$ cat src/rtl/cpu_pkg.sv
// Shared CPU constants: PC source select codes and the fetch state encoding.
// Used by the control FSM and by the fetch unit's PC mux.
package cpu_pkg;

  localparam logic [1:0] PC_S_SEQ = 2'b00;
  localparam logic [1:0] PC_S_B   = 2'b01;
  localparam logic [1:0] PC_S_F   = 2'b10;

  typedef enum logic [1:0] {
    FS_IDLE  = 2'b00,
    FS_REQ   = 2'b01,
    FS_DRAIN = 2'b10,
    FS_DONE  = 2'b11
  } fetch_state_e;

  // Force a byte address onto a word boundary.
  function automatic logic [31:0] word_align(input logic [31:0] a);
    return {a[31:2], 2'b00};
  endfunction

endpackage

$ cat src/rtl/instr_fetch_unit.sv
// Instruction-fetch front end. Owns PC, issues word reads on the
// imem req/ack interface, latches the returned word into IR and pulses
// W_IR_valid for one cycle. Applies PC redirects from the control FSM.
//
// Ports:
//   clk, rst_n        clock / async active-low reset
//   write_ir          fetch request (sampled in IDLE)
//   write_pc, pc_s    redirect strobe and source (01 = B_data, 10 = F_data)
//   B_data, F_data    redirect targets
//   imem_rdata/ack    memory return data and one-cycle valid
//   imem_req/addr     registered read request and word address
//   IR, W_IR_valid    latched instruction and its one-cycle valid pulse
//   PC                address of the next fetch
//   busy              request outstanding (REQ or DRAIN)
module instr_fetch_unit
  import cpu_pkg::*;
#(
  parameter logic [31:0] RESET_PC = 32'h0000_0000,
  parameter int unsigned PC_STEP  = 4
) (
  input  logic        clk,
  input  logic        rst_n,
  input  logic        write_ir,
  input  logic        write_pc,
  input  logic [1:0]  pc_s,
  input  logic [31:0] B_data,
  input  logic [31:0] F_data,
  input  logic [31:0] imem_rdata,
  input  logic        imem_ack,
  output logic        imem_req,
  output logic [31:0] imem_addr,
  output logic [31:0] IR,
  output logic        W_IR_valid,
  output logic [31:0] PC,
  output logic        busy
);

  fetch_state_e state_q, state_d;
  logic [31:0]  pc_q, pc_d;
  logic [31:0]  ir_q, ir_d;
  logic [31:0]  addr_q, addr_d;
  logic         req_q, req_d;
  logic         wvld_q, wvld_d;

  // Only the B and F sources are real redirects; 00 and 11 leave PC alone.
  logic        redir;
  logic [31:0] tgt;
  assign redir = write_pc && ((pc_s == PC_S_B) || (pc_s == PC_S_F));
  assign tgt   = word_align((pc_s == PC_S_B) ? B_data : F_data);

  always_comb begin
    state_d = state_q;
    pc_d    = pc_q;
    ir_d    = ir_q;
    addr_d  = addr_q;
    req_d   = req_q;
    wvld_d  = 1'b0;

    if (redir) pc_d = tgt;

    unique case (state_q)
      FS_IDLE: begin
        // A redirect this cycle would make the current PC stale; the fetch
        // starts next cycle from the new PC instead.
        if (write_ir && !redir) begin
          state_d = FS_REQ;
          req_d   = 1'b1;
          addr_d  = word_align(pc_q);
        end
      end
      FS_REQ: begin
        if (imem_ack) begin
          if (redir) begin
            // Redirect beats the returning word: drop it, maybe re-issue.
            state_d = write_ir ? FS_REQ : FS_IDLE;
            req_d   = write_ir;
            if (write_ir) addr_d = tgt;
          end else begin
            ir_d    = imem_rdata;
            pc_d    = pc_q + 32'(PC_STEP);
            req_d   = 1'b0;
            wvld_d  = 1'b1;
            state_d = FS_DONE;
          end
        end else if (redir) begin
          // Request already on the bus and can't be withdrawn.
          state_d = FS_DRAIN;
        end
      end
      FS_DRAIN: begin
        if (imem_ack) begin
          state_d = write_ir ? FS_REQ : FS_IDLE;
          req_d   = write_ir;
          if (write_ir) addr_d = word_align(pc_d);
        end
      end
      FS_DONE: state_d = FS_IDLE;
      default: state_d = FS_IDLE;
    endcase
  end

  always_ff @(posedge clk or negedge rst_n) begin
    if (!rst_n) begin
      state_q <= FS_IDLE;
      pc_q    <= RESET_PC;
      ir_q    <= '0;
      addr_q  <= '0;
      req_q   <= 1'b0;
      wvld_q  <= 1'b0;
    end else begin
      state_q <= state_d;
      pc_q    <= pc_d;
      ir_q    <= ir_d;
      addr_q  <= addr_d;
      req_q   <= req_d;
      wvld_q  <= wvld_d;
    end
  end

  assign imem_req   = req_q;
  assign imem_addr  = addr_q;
  assign IR         = ir_q;
  assign W_IR_valid = wvld_q;
  assign PC         = pc_q;
  assign busy       = (state_q == FS_REQ) || (state_q == FS_DRAIN);

endmodule
$ cat config.mk
export PLATFORM = sky130hd
export DESIGN_NAME = instr_fetch_unit
export DESIGN_NICKNAME = d
export VERILOG_FILES = /design/src/rtl/cpu_pkg.sv /design/src/rtl/instr_fetch_unit.sv
export SDC_FILE = /design/constraint.sdc
export NUM_CORES = 1
export LEC_CHECK = 0
export ABC_AREA = 1
export CAP_MARGIN = 15
export CORE_ASPECT_RATIO = 0.7
export CORE_MARGIN = 2
export CORE_UTILIZATION = 45
export CTS_CLUSTER_SIZE = 10
export DETAILED_ROUTE_END_ITERATION = 8
export GPL_ROUTABILITY_DRIVEN = 1
export GPL_TIMING_DRIVEN = 0
export PLACE_DENSITY = 0.78
export REMOVE_ABC_BUFFERS = 1
export SLEW_MARGIN = 20
export SYNTH_ARGS = -nofsm -noshare
export SYNTH_HDL_FRONTEND = slang
export SYNTH_SLANG_ARGS = --single-unit
$ cat constraint.sdc
create_clock -name clk -period 3.3 [get_ports clk]
set_input_delay 0.495 -clock clk [delete_from_list [all_inputs] [get_ports clk]]
set_output_delay 0.495 -clock clk [all_outputs]
set_load 0.01 [all_outputs]
Word level (Yosys, flattened, before mapping). Index checks and enable logic that the tools add are counted.

Register bits: 100. Output and inout port bits: 99. Word-level logic and storage cells: 58.

Add/subtract/negate cells: 1. Equality and inequality tests: 12. Mux-type cells: 27. Bitwise gates (word level): 1. Reduce and logical (&&, ||, !) cells: 11.

Operators by type and width (number): $mux 32 (11); $pmux 32 s3 (1); $add 32x3->32 const B (1); $ne 2x2->1 const B (6); $mux 2 (5); $mux 1 (8); $pmux 2 s4 (1); $reduce_and 7->1 (1); $eq 2x2->1 const B (3); $reduce_and 3->1 (2); $eq 2x1->1 const B (2); $reduce_and 4->1 (1); $ne 3x3->1 const B (1); $pmux 1 s3 (1); $reduce_bool 3->1 (1); $logic_and 1x1->1 (2); $logic_not 2->1 (1); $logic_or 1x1->1 (2); $logic_not 1->1 (1); $not 1->1 (1).

Logic depth before layout (Yosys ltp).
Depth after elaboration: 7. Gate-level depth with buffers: 12.

Least setup slack after synthesis. Ideal clock, no wire load.

Path type: input-to-reg. Start: input pc_s[1]. End: register pc_q[22], in the netlist PC[22]. Setup time: 0.124 ns. Arrival: 1.658 ns. Path slack: 1.518 ns. Stages: 9. Cells stage by stage: inv_1 ha_1 nor2_4 buf_6 buf_6 buf_2 nor2_1 a21oi_1 o21bai_1.

Longest elaborated chain between the ends: 7. Elaborated cells between the ends (all ways): 9. Those cells by class: eq/ne: 2; mux: 5; reduce/logical: 2.

Ends and longest elaborated chain: start: declaration (line instr_fetch_unit.sv:25) `input logic [1:0] pc_s,`; $eq 2x1->1 / $eq 2x2->1 (equally long branches) (line instr_fetch_unit.sv:48, instr_fetch_unit.sv:49); $logic_or 1x1->1 (line instr_fetch_unit.sv:48) `assign redir = write_pc && ((pc_s == PC_S_B) || (pc_s == PC_S_F));`; $logic_and 1x1->1 (line instr_fetch_unit.sv:48); $mux 32 (line instr_fetch_unit.sv:59) `if (redir) pc_d = tgt;`; $mux 32 (line instr_fetch_unit.sv:73) `if (redir) begin`; $mux 32 (line instr_fetch_unit.sv:72) `if (imem_ack) begin`; $mux 32 * (line instr_fetch_unit.sv:61) `unique case (state_q)`; via pc_d[22] (line instr_fetch_unit.sv:39) `logic [31:0] pc_q, pc_d;`; end signal: assignment (line instr_fetch_unit.sv:112) `pc_q <= pc_d;`; end: declaration (line instr_fetch_unit.sv:39).

The timed path passes the listed nets; every way through them passes the cells marked *. A chain may end at the register's enable or synchronous reset.

Worst setup path after layout.
Start: input pc_s[1]. End: register state_q[0].

Longest elaborated chain between the ends: 7. Elaborated cells between the ends (all ways): 12. Those cells by class: eq/ne: 4; mux: 3; reduce/logical: 5.

Ends and longest elaborated chain: $eq 2x1->1 / $eq 2x2->1 (equally long branches) (line instr_fetch_unit.sv:48); $logic_or 1x1->1 * (line instr_fetch_unit.sv:48); $logic_and 1x1->1 * (line instr_fetch_unit.sv:48); $logic_not 1->1 (line instr_fetch_unit.sv:65) `if (write_ir && !redir) begin`; $logic_and 1x1->1 (line instr_fetch_unit.sv:65); $ne 2x2->1 (no source line); $reduce_and 3->1 (no source line); end signal: assignment (line instr_fetch_unit.sv:111) `state_q <= state_d;`; end: declaration (line instr_fetch_unit.sv:38) `fetch_state_e state_q, state_d;`.

Mark *: on every way between the ends. The rest lies on a longest branch, timed or not.

==> results.md <==
* Run status: finished clean
* Headroom to the max-slew limit at 34.4%
* Post-detailed-route DRC marker count at 0
* Share of async-settable or async-resettable flops after synthesis at 100%
* Synthesized netlist cell count at a little over 900
* Final Routed Wirelength at 18800 microns
* Synthesized flop and latch total at 98
* Largest fanout on the critical path at 35
* Vias after detailed routing at 6497
* Overflow left after global routing at 0
* Switching power of the nets at 3.44 mW
* Final slew viol count at 0
* Leakage at 4.03 nW
* Kind of critical path: in -> reg
* Part of the Yosys area used for sequential elements at 39.3%
* Netlist area before placement at around 6200 sq um
* Sw Ratio at 44.8%
* First-pass GRT wire length at 30400 microns
* Portion of total power attributed to combinational logic at a little under three fifths
* Final weighted congestion in routability-driven placement at 0.858
* Depth of the worst register-to-register path at 6
* Total of warnings raised by yosys at 0
* Worst-case setup margin in the final layout at 0.265 ns
* Maximum clock frequency at 329 MHz
* Horiz. Die Dim at 145 microns
* Worst-skew pair later-pin latency at between 0.3 and 0.4 ns
* Shortest period the worst path allows at 3.04 ns
* Sequential fraction of design power at 30.2%
* Startpoint of the worst-slack reg-to-reg timing path: state_q[1]$_DFFE_PN0P_
* Vias per inst at 5.12
* CTS root buf: sky130_fd_sc_hd__clkbuf_16
* Clock slew at reported path FFs at 0.07 ns
* Layout Nets at 1189
* Overall power at a little under 8 mW
* Post-CTS Repair Setup Buffers at 0
* Number of port buffers at roughly 200
* FP Rows at 35
* Number of primary I/O pins at between 200 and 250
* Power share of the clock group at 13.6%
* VDD IR max at 0.503 mV
* Finish-stage setup viols at 0
* WP data required at 3.52 ns
* Data arrival time of the worst path at 3.26 ns
* HPWL after detailed placement at ~13000 microns
* Clock sink count at 98
* Tcrit/Tclk final at between 90% and 100%
* Tightest Hold Check Type: reg -> reg
* Ys flop type: sky130_fd_sc_hd__dfrtp_1
* Number of buffers on the longest clock path at 2
* Endpoint of the worst hold-timing path: IR[5]$_DFFE_PN0P_
* H-tree depth reported by CTS at 3
* Drt first-iter violations at 416
* Maximum number of pins on one net before global-route repair at 77
* Crit. End Element: flop
* Core footprint at 13400 sq um
* Fraction of final layout cells with drive strength greater than 1 at 5.44%
* Antenna violations before repair at 0
* Cells on Worst Hold Path at 2
* Synth-to-layout area growth at 36.8%
* Critical Path Start Type: primary input
* Initial core utilization at between 40% and 50%
* Avg Cell Area, Syn at 6.77 sq um
* ANT nets after route at 0
* Worst flop-to-flop path endpoint: PC[4]$_DFF_PN0_
* Die height at a little over 100 microns
* Internal Dissipation at 4.25 mW
* All-layer global routing usage at 26.1%
* Average wire length per cell after detail routing at 14.8 microns
* Number of global-route vias before repair at 5998
* TritonRoute pass-1 iters at 5
* Clock buffer count from CTS at 9
* Least-Margin Pin Slew at 0.983 ns
* Max-Cap Viols at 0
* CTS tree: built
* Clock Skews at 0.0119 ns
* Flop-to-flop setup slack at 0.39 ns
* Number of hold violations in the final report at 0
* Count of antenna diodes in the layout at 0
* Setup repair after global routing missed its margin: false
* Pre-CTS setup slack at -0.570 ns
* Count of distinct cell types in the synthesized netlist at between 40 and 50
* HP Start: IR[5]$_DFFE_PN0P_
* Die area at 14800 sq um
* PD cells at roughly 900 nW/um^2
* Post-synth EDFFs at 0
worst max path at each step:
stage	from	endpoint	slack, ns	cells after the start
2_1_floorplan	state_q[1]$_DFFE_PN0P_	PC[4]$_DFF_PN0_	0.35	6
3_3_place_gp	rst_n	imem_addr[29]$_DFFE_PN0P_	-2.14	1
3_5_place_dp	state_q[1]$_DFFE_PN0P_	state_q[0]$_DFFE_PN0P_	-0.57	8
4_1_cts	state_q[0]$_DFFE_PN0P_	imem_addr[25]$_DFFE_PN0P_	0.02	7
5_1_grt	pc_s[1]	state_q[0]$_DFFE_PN0P_	0.04	11
6_report	pc_s[1]	state_q[0]$_DFFE_PN0P_	0.26	11
stage by stage:
stage	setup TNS [ns]	cell area [sq um]	hold slack (ns)	util, %	instances
2_1_floorplan	0	5940	0.199	-	868
3_3_place_gp	-297.13	8120	0.453	60.8	1248
3_5_place_dp	-15.64	8220	0.367	61.5	1251
4_1_cts	0	8520	0.476	63.8	1269
5_1_grt	0	8530	0.494	63.9	1269
6_report	0	8530	0.473	63.9	1269
cells by family after synthesis:
family | synth area share, %
XOR/XNOR | 0.281
other | 0.0601
AND/OR/NAND/NOR | 37.7
AO/OA/AOI/OAI | 12.9
buffers and inverters | 8.38
adder cells (fa/ha/maj) | 1.40
flip-flops | 39.3
worst max-delay path: stages:
cell	delay (ns)
sky130_fd_sc_hd__clkdlybuf4s50_1	0.45
sky130_fd_sc_hd__inv_1	0.04
sky130_fd_sc_hd__ha_2	0.26
sky130_fd_sc_hd__nor2_4	0.49
sky130_fd_sc_hd__buf_16	0.25
sky130_fd_sc_hd__buf_16	0.19
sky130_fd_sc_hd__nor2_4	0.13
sky130_fd_sc_hd__inv_2	0.51
sky130_fd_sc_hd__o2111ai_1	0.19
sky130_fd_sc_hd__nand2_1	0.10
sky130_fd_sc_hd__o21ai_0	0.09
sequential cells by signal, summed over array words and instances, names as in the netlist:
register and cells:
imem_addr 30, IR 32, state_q 2, PC 32, W_IR_valid 1, imem_req 1
power by group through the flow:
stage | sequential (mW) | clock, mW | combinational, mW
floorplan | 2.48 | 0 | 2.11
global placement | 2.30 | 0 | 4.21
detailed placement | 2.32 | 0 | 4.29
CTS | 2.31 | 1.06 | 4.32
global route | 2.41 | 1.11 | 4.82
finish | 2.32 | 1.05 | 4.32
cell usage after synthesis (6+ instances only):
| master | instances | area share, % |
|---|---|---|
| sky130_fd_sc_hd__o21ai_0 | 40 | 3.2 |
| sky130_fd_sc_hd__buf_2 | 28 | 2.2 |
| sky130_fd_sc_hd__nand2_1 | 408 | 25 |
| sky130_fd_sc_hd__inv_1 | 54 | 3.2 |
| sky130_fd_sc_hd__clkbuf_1 | 15 | 0.90 |
| sky130_fd_sc_hd__dfrtp_1 | 98 | 39 |
| sky130_fd_sc_hd__o21ai_1 | 47 | 3.8 |
| sky130_fd_sc_hd__nor3_1 | 11 | 0.88 |
| sky130_fd_sc_hd__nand3_1 | 52 | 4.2 |
| sky130_fd_sc_hd__ha_1 | 7 | 1.4 |
| sky130_fd_sc_hd__nor2_2 | 7 | 0.70 |
| sky130_fd_sc_hd__a21oi_1 | 42 | 3.4 |
| sky130_fd_sc_hd__nor2_4 | 7 | 1.3 |
| sky130_fd_sc_hd__nor2_1 | 42 | 2.5 |
| sky130_fd_sc_hd__buf_6 | 6 | 1.1 |
cell type report:
cell class | instances | area, sq um
fillers | 1193 | 4820
flip-flops and latches | 98 | 2450
inverters | 59 | 221
clock inverters | 5 | 43.8
repair buffers | 199 | 2050
clock buffers | 11 | 243
multi-input cells | 712 | 3300
well taps | 185 | 231
repair_timing:
| action | 4_1_cts | 5_1_grt |
|---|---|---|
| gates cloned | 1 | 0 |
| pin swaps | 1 | 0 |
| hold endpoints to repair | 22 | 0 |
| hold buffers | 1 | 0 |
| setup endpoints to repair | 36 | 36 |
| resized for setup | 1 | 1 |
cell usage in the layout, fill, tap and decap left out, types with 2 or more instances in the layout:
master	instances
sky130_fd_sc_hd__clkbuf_16	9
sky130_fd_sc_hd__ha_2	3
sky130_fd_sc_hd__dfrtp_1	98
sky130_fd_sc_hd__nor2_8	2
sky130_fd_sc_hd__o21ai_1	47
sky130_fd_sc_hd__clkdlybuf4s50_1	194
sky130_fd_sc_hd__nor2_2	8
sky130_fd_sc_hd__nand3_4	3
sky130_fd_sc_hd__conb_1	2
sky130_fd_sc_hd__inv_1	52
sky130_fd_sc_hd__nor2_4	7
sky130_fd_sc_hd__inv_6	4
sky130_fd_sc_hd__o21ai_0	40
sky130_fd_sc_hd__nand4_1	4
sky130_fd_sc_hd__nand2_1	407
sky130_fd_sc_hd__o2111ai_1	2
sky130_fd_sc_hd__nor3_1	11
sky130_fd_sc_hd__a31oi_1	2
sky130_fd_sc_hd__nand2_2	3
sky130_fd_sc_hd__nand3_1	52
sky130_fd_sc_hd__inv_2	7
sky130_fd_sc_hd__a21oi_1	42
sky130_fd_sc_hd__xor2_1	2
sky130_fd_sc_hd__or2_0	2
sky130_fd_sc_hd__ha_1	3
sky130_fd_sc_hd__o211ai_1	5
sky130_fd_sc_hd__nor2_1	42
sky130_fd_sc_hd__buf_16	3
sky130_fd_sc_hd__or2_1	2
sky130_fd_sc_hd__o22ai_1	5
sky130_fd_sc_hd__nand3_2	2
sky130_fd_sc_hd__o21bai_1	2
routing by layer:
| metal | global-route usage (%) | share of wire, % | vias up | wire length [microns] |
|---|---|---|---|---|
| met5 | 0 | 0 | - | 0 |
| met3 | 5.57 | 8.8 | 26 | 1650 |
| met4 | 7.54 | 1.9 | 0 | 353 |
| met2 | 39.4 | 42 | 275 | 7950 |
| met1 | 38.3 | 47 | 2946 | 8860 |
| li1 | - | - | 3250 | - |
Power figures use the tool's default switching activity.
